## src/rtl/next_pc_gen_pkg.sv

```systemverilog
// Shared types and width helpers for the fetch-front next-PC generator.
// PCs are word addresses: the byte address with the instruction-size bits dropped.
package nextpc_pkg;

    typedef enum logic [1:0] {
        RESET = 2'd0,
        BOOT  = 2'd1,
        RUN   = 2'd2,
        HALT  = 2'd3
    } nextpc_state_e;

    localparam int DEF_ADDR_WIDTH     = 32;
    localparam int DEF_INSN_SIZE_BITS = 2;
    localparam int DEF_EPOCH_BITS     = 2;

    function automatic int pc_width(input int addr_width, input int insn_size_bits);
        return addr_width - insn_size_bits;
    endfunction

    localparam int DEF_PC_WIDTH = pc_width(DEF_ADDR_WIDTH, DEF_INSN_SIZE_BITS);

    typedef logic [DEF_EPOCH_BITS-1:0] epoch_t;

endpackage

```

## src/rtl/next_pc_gen_pc_group_incr.sv

```systemverilog
// Aligned fetch-group incrementer: clears the in-group offset of pc_i and adds
// FETCH_WIDTH, reporting the carry out of the PC's MSB.
module pc_group_incr #(
    parameter int PC_WIDTH    = 30,
    parameter int FETCH_WIDTH = 1
) (
    input  logic [PC_WIDTH-1:0] pc_i,
    output logic [PC_WIDTH-1:0] next_pc_o,
    output logic                carry_o
);

    localparam logic [PC_WIDTH-1:0] GROUP_MASK = PC_WIDTH'(FETCH_WIDTH - 1);
    localparam logic [PC_WIDTH:0]   GROUP_STEP = (PC_WIDTH + 1)'(FETCH_WIDTH);

    logic [PC_WIDTH-1:0] aligned_pc;
    logic [PC_WIDTH:0]   sum;

    assign aligned_pc = pc_i & ~GROUP_MASK;
    assign sum        = {1'b0, aligned_pc} + GROUP_STEP;

    assign next_pc_o = sum[PC_WIDTH-1:0];
    assign carry_o   = sum[PC_WIDTH];

endmodule

```

## src/rtl/next_pc_gen.sv

```systemverilog
// Next fetch-PC generator: boot sequencing, valid/ready handshake, prioritised
// exception/branch redirects with an epoch tag, and debug/WFI halt.
//
// state | meaning
// RESET | rst seen; outputs idle, PC parked at rst_pc
// BOOT  | first request: rst_pc presented with out_valid
// RUN   | issuing sequential fetch groups
// HALT  | no requests; PC held until resume or redirect
module next_pc_gen
    import nextpc_pkg::*;
#(
    parameter int ADDR_WIDTH     = DEF_ADDR_WIDTH,
    parameter int INSN_SIZE_BITS = DEF_INSN_SIZE_BITS,
    parameter int FETCH_WIDTH    = 1,
    parameter int EPOCH_BITS     = DEF_EPOCH_BITS
) (
    input  logic                                 clk,
    input  logic                                 rst,
    input  logic [ADDR_WIDTH-INSN_SIZE_BITS-1:0] rst_pc,
    output logic                                 out_valid,
    input  logic                                 out_ready,
    output logic [ADDR_WIDTH-INSN_SIZE_BITS-1:0] out_pc,
    output logic [EPOCH_BITS-1:0]                out_epoch,
    input  logic                                 exc_valid,
    input  logic [ADDR_WIDTH-INSN_SIZE_BITS-1:0] exc_pc,
    input  logic                                 br_valid,
    input  logic [ADDR_WIDTH-INSN_SIZE_BITS-1:0] br_pc,
    input  logic                                 halt_req,
    input  logic                                 resume,
    output logic                                 halted,
    output logic                                 pc_overflow
);

    localparam int PC_W = pc_width(ADDR_WIDTH, INSN_SIZE_BITS);

    nextpc_state_e   state_q, state_d;
    logic [PC_W-1:0] pc_q, pc_d;
    logic            valid_q, valid_d;
    logic [EPOCH_BITS-1:0] epoch_q, epoch_d;
    logic            halted_q, halted_d;
    logic            ovf_q, ovf_d;

    logic [PC_W-1:0] adv_pc;
    logic            adv_carry;
    logic            accept;

    pc_group_incr #(
        .PC_WIDTH    (PC_W),
        .FETCH_WIDTH (FETCH_WIDTH)
    ) u_incr (
        .pc_i      (pc_q),
        .next_pc_o (adv_pc),
        .carry_o   (adv_carry)
    );

    assign accept = valid_q & out_ready;

    always_ff @(posedge clk) begin
        state_q  <= state_d;
        pc_q     <= pc_d;
        valid_q  <= valid_d;
        epoch_q  <= epoch_d;
        halted_q <= halted_d;
        ovf_q    <= ovf_d;
    end

    always_comb begin
        state_d  = state_q;
        pc_d     = pc_q;
        valid_d  = valid_q;
        epoch_d  = epoch_q;
        halted_d = halted_q;
        ovf_d    = ovf_q;

        if (rst) begin
            state_d  = RESET;
            pc_d     = rst_pc;
            valid_d  = 1'b0;
            epoch_d  = '0;
            halted_d = 1'b0;
            ovf_d    = 1'b0;
        end else if (state_q == RESET) begin
            state_d  = BOOT;
            pc_d     = rst_pc;
            valid_d  = 1'b1;
            halted_d = 1'b0;
        end else if (exc_valid || br_valid) begin
            // Redirect drops whatever is presented, accepted or not.
            state_d  = RUN;
            pc_d     = exc_valid ? exc_pc : br_pc;
            valid_d  = 1'b1;
            epoch_d  = epoch_q + EPOCH_BITS'(1);
            halted_d = 1'b0;
        end else if (state_q == HALT) begin
            if (resume) begin
                state_d  = RUN;
                valid_d  = 1'b1;
                halted_d = 1'b0;
            end
        end else begin
            if (accept) begin
                pc_d  = adv_pc;
                ovf_d = ovf_q | adv_carry;
            end
            if (halt_req) begin
                state_d  = HALT;
                valid_d  = 1'b0;
                halted_d = 1'b1;
            end else begin
                state_d = RUN;
            end
        end
    end

    assign out_valid   = valid_q;
    assign out_pc      = pc_q;
    assign out_epoch   = epoch_q;
    assign halted      = halted_q;
    assign pc_overflow = ovf_q;

endmodule

```

## config.mk

```make
export PLATFORM = sky130hd
export DESIGN_NAME = next_pc_gen
export DESIGN_NICKNAME = d
export VERILOG_FILES = /design/src/rtl/next_pc_gen_pkg.sv /design/src/rtl/next_pc_gen_pc_group_incr.sv /design/src/rtl/next_pc_gen.sv
export SDC_FILE = /design/constraint.sdc
export NUM_CORES = 1
export LEC_CHECK = 0
export ABC_AREA = 0
export BUFFER_PORTS_ARGS = -buffer_cell sky130_fd_sc_hd__buf_2
export CORE_ASPECT_RATIO = 0.9
export CORE_MARGIN = 5
export CORE_UTILIZATION = 30
export CTS_CLUSTER_SIZE = 40
export DETAILED_ROUTE_END_ITERATION = 8
export HOLD_SLACK_MARGIN = 0.06
export PLACE_DENSITY = 0.67
export SYNTH_ARGS = -nofsm -noshare
export SYNTH_HDL_FRONTEND = slang
export SYNTH_HIERARCHICAL = 1
export SYNTH_SLANG_ARGS = --single-unit
```

## constraint.sdc

```tcl
create_clock -name clk -period 2.9 [get_ports clk]
set_clock_uncertainty 0.1 [all_clocks]
set_input_delay 0.435 -clock clk [delete_from_list [all_inputs] [get_ports clk]]
set_output_delay 0.435 -clock clk [all_outputs]
set_load 0.05 [all_outputs]
```

## After elaboration in Yosys (flattened, before gate mapping)

Cells that the tools add are included.

- Flip-flop bits (word level): 37
- Input bits: 97
- Output and inout port bits: 35
- Logic and storage cells: 50

- $add $sub $neg: 2
- Eq/ne operators: 5
- Muxes and demuxes: 19
- Bitwise logic cells: 5
- Reductions and logical operators: 12

Operators by type and width:

| kind | number |
|---|---|
| 30-bit 2-to-1 mux | 6 |
| 30-bit by 1-bit adder with 31-bit output (second input constant) | 1 |
| 1-bit 2-to-1 mux | 10 |
| 4-bit != test (second input constant) | 2 |
| 2-bit AND reduction | 4 |
| 4-bit nonzero test | 2 |
| 2-bit 2-to-1 mux | 3 |
| 4-bit AND reduction | 1 |
| 3-bit != test (second input constant) | 1 |
| 1-bit NOT | 3 |
| 3-bit OR reduction | 1 |
| 2-bit by 1-bit adder with 2-bit output (second input constant) | 1 |
| 2-bit == test (second input constant) | 1 |
| 2-bit logical NOT | 1 |
| 2-bit != test (second input constant) | 1 |
| 2-bit nonzero test | 1 |
| 2-bit OR reduction | 1 |
| 1-bit AND | 1 |
| 1-bit logical OR | 1 |
| 1-bit bitwise OR | 1 |

## Depth between registers and ports, before layout

- Word-level depth: 6
- Depth in mapped cells: 8
- Mapped depth without buffers: 8

## Hierarchy

The synthesis kept the hierarchy.

Modules (own cells, without submodules):

| module | instances | cells each | area each (µm²) | sequential area each (µm²) |
|---|---|---|---|---|
| next_pc_gen | 1 | 201 | 2394.8 | 1041.0 |
| pc_group_incr | 1 | 81 | 571.8 | 0.0 |

## Worst setup path before layout

OpenSTA, ideal clock, no wires.

- Kind: reg-to-reg
- From: reg pc_q[0] (netlist: out_pc[0])
- To: reg pc_q[14] (netlist: out_pc[14]) (data pin)
- Library setup time: 0.260 ns
- Arrival time: 2.251 ns
- Required time: 2.540 ns
- Setup slack: 0.288 ns
- Stages on the path, launching flop included: 9
- Path buffers: 0
- Clock period less this slack: 2.612 ns
- Cell sequence: edfxtp_1 -> ha_1 -> nand4_1 -> nor3_1 -> nand4_1 -> xnor2_1 -> mux2i_1 -> o21ai_0 -> mux2_4

- Longest elaborated chain between the ends: 6

RTL lines:

| element | RTL line | text |
|---|---|---|
| start: declaration | next_pc_gen.sv:37 | `logic [PC_W-1:0] pc_q, pc_d;` |
| start signal: assignment | next_pc_gen.sv:60 | `pc_q <= pc_d;` |
| 30-bit by 1-bit adder with 31-bit output | next_pc_gen_pc_group_incr.sv:19 | `assign sum = {1'b0, aligned_pc} + GROUP_STEP;` |
| net adv_pc[14] | next_pc_gen.sv:43 | `logic [PC_W-1:0] adv_pc;` |
| 30-bit 2-to-1 mux | next_pc_gen.sv:101 | `if (accept) begin` |
| 30-bit 2-to-1 mux | next_pc_gen.sv:94 | `end else if (state_q == HALT) begin` |
| 30-bit 2-to-1 mux | next_pc_gen.sv:87 | `end else if (exc_valid \|\| br_valid) begin` |
| 30-bit 2-to-1 mux | next_pc_gen.sv:82 | `end else if (state_q == RESET) begin` |
| 30-bit 2-to-1 mux | next_pc_gen.sv:75 | `if (rst) begin` |
| net pc_d[14] | next_pc_gen.sv:37 |  |

The timed path passes the listed nets, and every way through them passes these cells. The select of a mux whose other input is x is not followed.
A chain may end at the register's enable or synchronous reset.

## Worst setup path in the final report

- From: reg pc_q[15] (netlist: out_pc[15])
- To: reg pc_q[27] (netlist: out_pc[27]) (data pin)

Same word-level chain as after synthesis.

==> flow_summary.json <==
{
  "status": "completed",
  "stdcell_count": 539,
  "final_util_pct": 39.3,
  "syn2layout_area_growth_pct": 27.8,
  "worstPathMaxFanout": 8,
  "reg2reg_from": "out_pc[15]",
  "die-area_um2": 12000,
  "ios": 132,
  "dpl.cell_count": 531,
  "final_cell_mix": "131 x buf_2, 45 x nand2_1, 32 x o21ai_0",
  "cts_tree": "done",
  "grtUsageTotal_pct": 14.0,
  "antenna_cells": 0,
  "met1_usage_pct": 19.5,
  "clock_power_share_pct": 20.4,
  "muxShareOfSynthArea_pct": 25.1,
  "postCtsSetupBuffers": 0,
  "period_minus_slack_ns": 2.43,
  "drc": 0,
  "antenna_found_initial": 0,
  "fillerInstances": 940,
  "worstSetupPathType": "reg -> reg",
  "combinationalPowerShare_pct": 38.6,
  "p_sw_w": 0.000714,
  "arrival_ns": 2.36,
  "nets": 510,
  "whs_ns": 0.355,
  "grt_pass1_vias": 2561,
  "start_kind": "flop",
  "ys_seq_elements": 37,
  "clock_sinks": 37,
  "multi_input_area_um2": 1760,
  "rows": 34,
  "drtAntennaViolNets": 0,
  "busiest_layer": "met2",
  "r2r-end": "out_pc[27]",
  "timing.final.ws_setup_ns": 0.467,
  "grt_max_degree": 39,
  "post-place-ws_ns": 0.484,
  "drive_gt1_share_pct": 44.1,
  "first_pass_iters": 4,
  "cts_resized": 0,
  "hp-start": "rst_pc[2]",
  "seqCellArea_um2": 1040,
  "worst_path_max_delay_cell": "nor4_4",
  "r2r_cells": 7,
  "drt_iter0_drc": 158,
  "min_path_cells": 2,
  "synth_cells": 282,
  "die_w_um": 115,
  "p_leak_nw": 1.75,
  "postSynthAreaPerCell_um2": 10.5,
  "worst_slew_pin_slew_ns": 0.633,
  "cts-root-buf": "clkbuf_8",
  "final-hold-violation-count": 0,
  "synth_xor_area_share_pct": 8.86,
  "synthSimpleGateAreaFrac_pct": 17.2,
  "holdPathEnd": "out_pc[2]",
  "worstSetupEndpointType": "flop",
  "hpwl_mm": 6.73,
  "grtUsageMet3_pct": 2.97,
  "hold_class": "in -> reg",
  "synth_compound_area_share_pct": 7.80,
  "grt_overflow": 0,
  "path_clk_slew_ns": 0.08,
  "r2r_slack_ns": 0.47,
  "power_density_nw_per_um2": 486,
  "syn-num-nets": 380,
  "setup_viol": 0,
  "synth_area_um2": 2970,
  "via_per_inst": 4.81,
  "synth-edff-count": 30,
  "worst_ep_required_time_ns": 2.83,
  "seq_area_frac_synth_pct": 35.1,
  "start_util_pct": 30.7,
  "p_sw_share_pct": 38.8,
  "tns_ns": 0,
  "critical_path.startpoint": "out_pc[15]",
  "seqPwrFrac_pct": 41.0,
  "vdd_drop_max_uv": 214,
  "met2_usage_pct": 22.7,
  "internal_power_w": 0.00113,
  "place_congestion": 0.804,
  "synthArstFlopShare_pct": 0,
  "rsz0062_at_grt": "no",
  "fin_crit_sh_pct": 83.9,
  "via_count": 2590,
  "final_common_cell": "buf_2",
  "cts_buffer_depth": 2,
  "final_max_slew_viol_count": 0,
  "port_buffers": 131,
  "synth_adder_area_share_pct": 0.422,
  "clock_latency_ns": 0.28,
  "die_height_um": 104,
  "synth.distinct_cells": 42,
  "routed_wl_mm": 8.83,
  "synth_top_family_by_area": "multiplexers",
  "ctsHoldBuffers": 0,
  "critPathMaxStageDelay_ns": 0.56,
  "h-tree-depth": 2,
  "wl_per_cell_um": 16.4,
  "synth-main-ff-cell": "edfxtp_1",
  "ys_warn_count": 6,
  "cp_cell_sequence": "nand3_1 > nor4_4 > nand4_1 > xnor2_1 > mux2i_1 > o21ai_0 > mux2_4",
  "cts_buffers": 5,
  "max_clock_freq_mhz": 411,
  "cap_violations": 0,
  "relSlewSlack_pct": 57.8,
  "grt_pass1_wl_mm": 13.4,
  "core_um2": 9660
}
[cell type report]
cell class	instances	share of cell area, %
clock buffers	8	2.38
inverters	4	0.396
multi-input cells	225	46.4
flip-flops and latches	37	27.4
well taps	126	4.16
repair buffers	139	19.2
[kinds of logic after synthesis]
family | Yosys count
AO/OA/AOI/OAI | 42
adder cells (fa/ha/maj) | 1
flip-flops | 37
XOR/XNOR | 30
AND/OR/NAND/NOR | 92
buffers and inverters | 20
multiplexers | 60
[per-stage QoR]
stage	cell area (um^2)	power, W
2_1_floorplan	2970	0.00129
3_3_place_gp	3700	0.00146
3_5_place_dp	3700	0.00148
4_1_cts	3790	0.00187
5_1_grt	3790	0.00194
6_report	3790	0.00184
[power groups by stage]
| stage | Clock [W] | Combinational (W) | Sequential (W) |
|---|---|---|---|
| after global routing | 0.000420 | 0.000753 | 0.000769 |
| after CTS | 0.000400 | 0.000716 | 0.000755 |
| after detailed placement | 0 | 0.000712 | 0.000767 |
| after floorplan | 0 | 0.000333 | 0.000957 |
| after global placement | 0 | 0.000702 | 0.000761 |
| final | 0.000376 | 0.000710 | 0.000755 |
[synthesized netlist by cell type, drive strengths merged, types with 2 or more instances]
| master | number | area share, % |
|---|---|---|
| dfxtp | 7 | 4.7 |
| nand2 | 45 | 5.7 |
| a21oi | 2 | 0.34 |
| nor3 | 3 | 0.51 |
| mux2 | 30 | 15 |
| inv | 4 | 0.51 |
| nand3 | 10 | 1.7 |
| and4 | 3 | 0.89 |
| xnor2 | 23 | 6.8 |
| xor2 | 7 | 2.1 |
| nor2 | 10 | 2.4 |
| o21ai | 32 | 5.4 |
| nor4 | 3 | 1.6 |
| mux2i | 30 | 10 |
| nand4 | 12 | 3.0 |
| buf | 13 | 4.6 |
| clkbuf | 3 | 0.42 |
| edfxtp | 30 | 30 |
| and3 | 2 | 0.42 |
[registers in the layout, summed over array words and instances, names as in the netlist]
signal       flops
halted           1
state_q          2
out_pc          30
out_valid        1
pc_overflow      1
out_epoch        2
[worst max path at each step]
stage | endpoint | slack, ns | cells past startpoint
2_1_floorplan | out_pc[14] | 0.29 | 8
5_1_grt | out_pc[27] | 0.19 | 7
4_1_cts | out_pc[29] | 0.45 | 7
3_3_place_gp | out_pc[29] | 0.49 | 7
6_report | out_pc[27] | 0.47 | 7
3_5_place_dp | out_pc[29] | 0.48 | 7
[worst max-delay path, delay by kind of cell, from the launching register on]
family / cells / cell delay [ns]
AND/OR/NAND/NOR: 3 / 0.97
flip-flops: 1 / 0.45
XOR/XNOR: 1 / 0.17
AO/OA/AOI/OAI: 1 / 0.09
multiplexers: 2 / 0.41
[layer usage]
| layer | part of all wire, % | vias to the layer above |
|---|---|---|
| li1 | - | 1291 |
| met1 | 46 | 1183 |
| met2 | 46 | 114 |
| met3 | 8.0 | 2 |
| met4 | 0.29 | 0 |
| met5 | 0 | - |
Note: power is estimated with default switching activity, not from simulation.
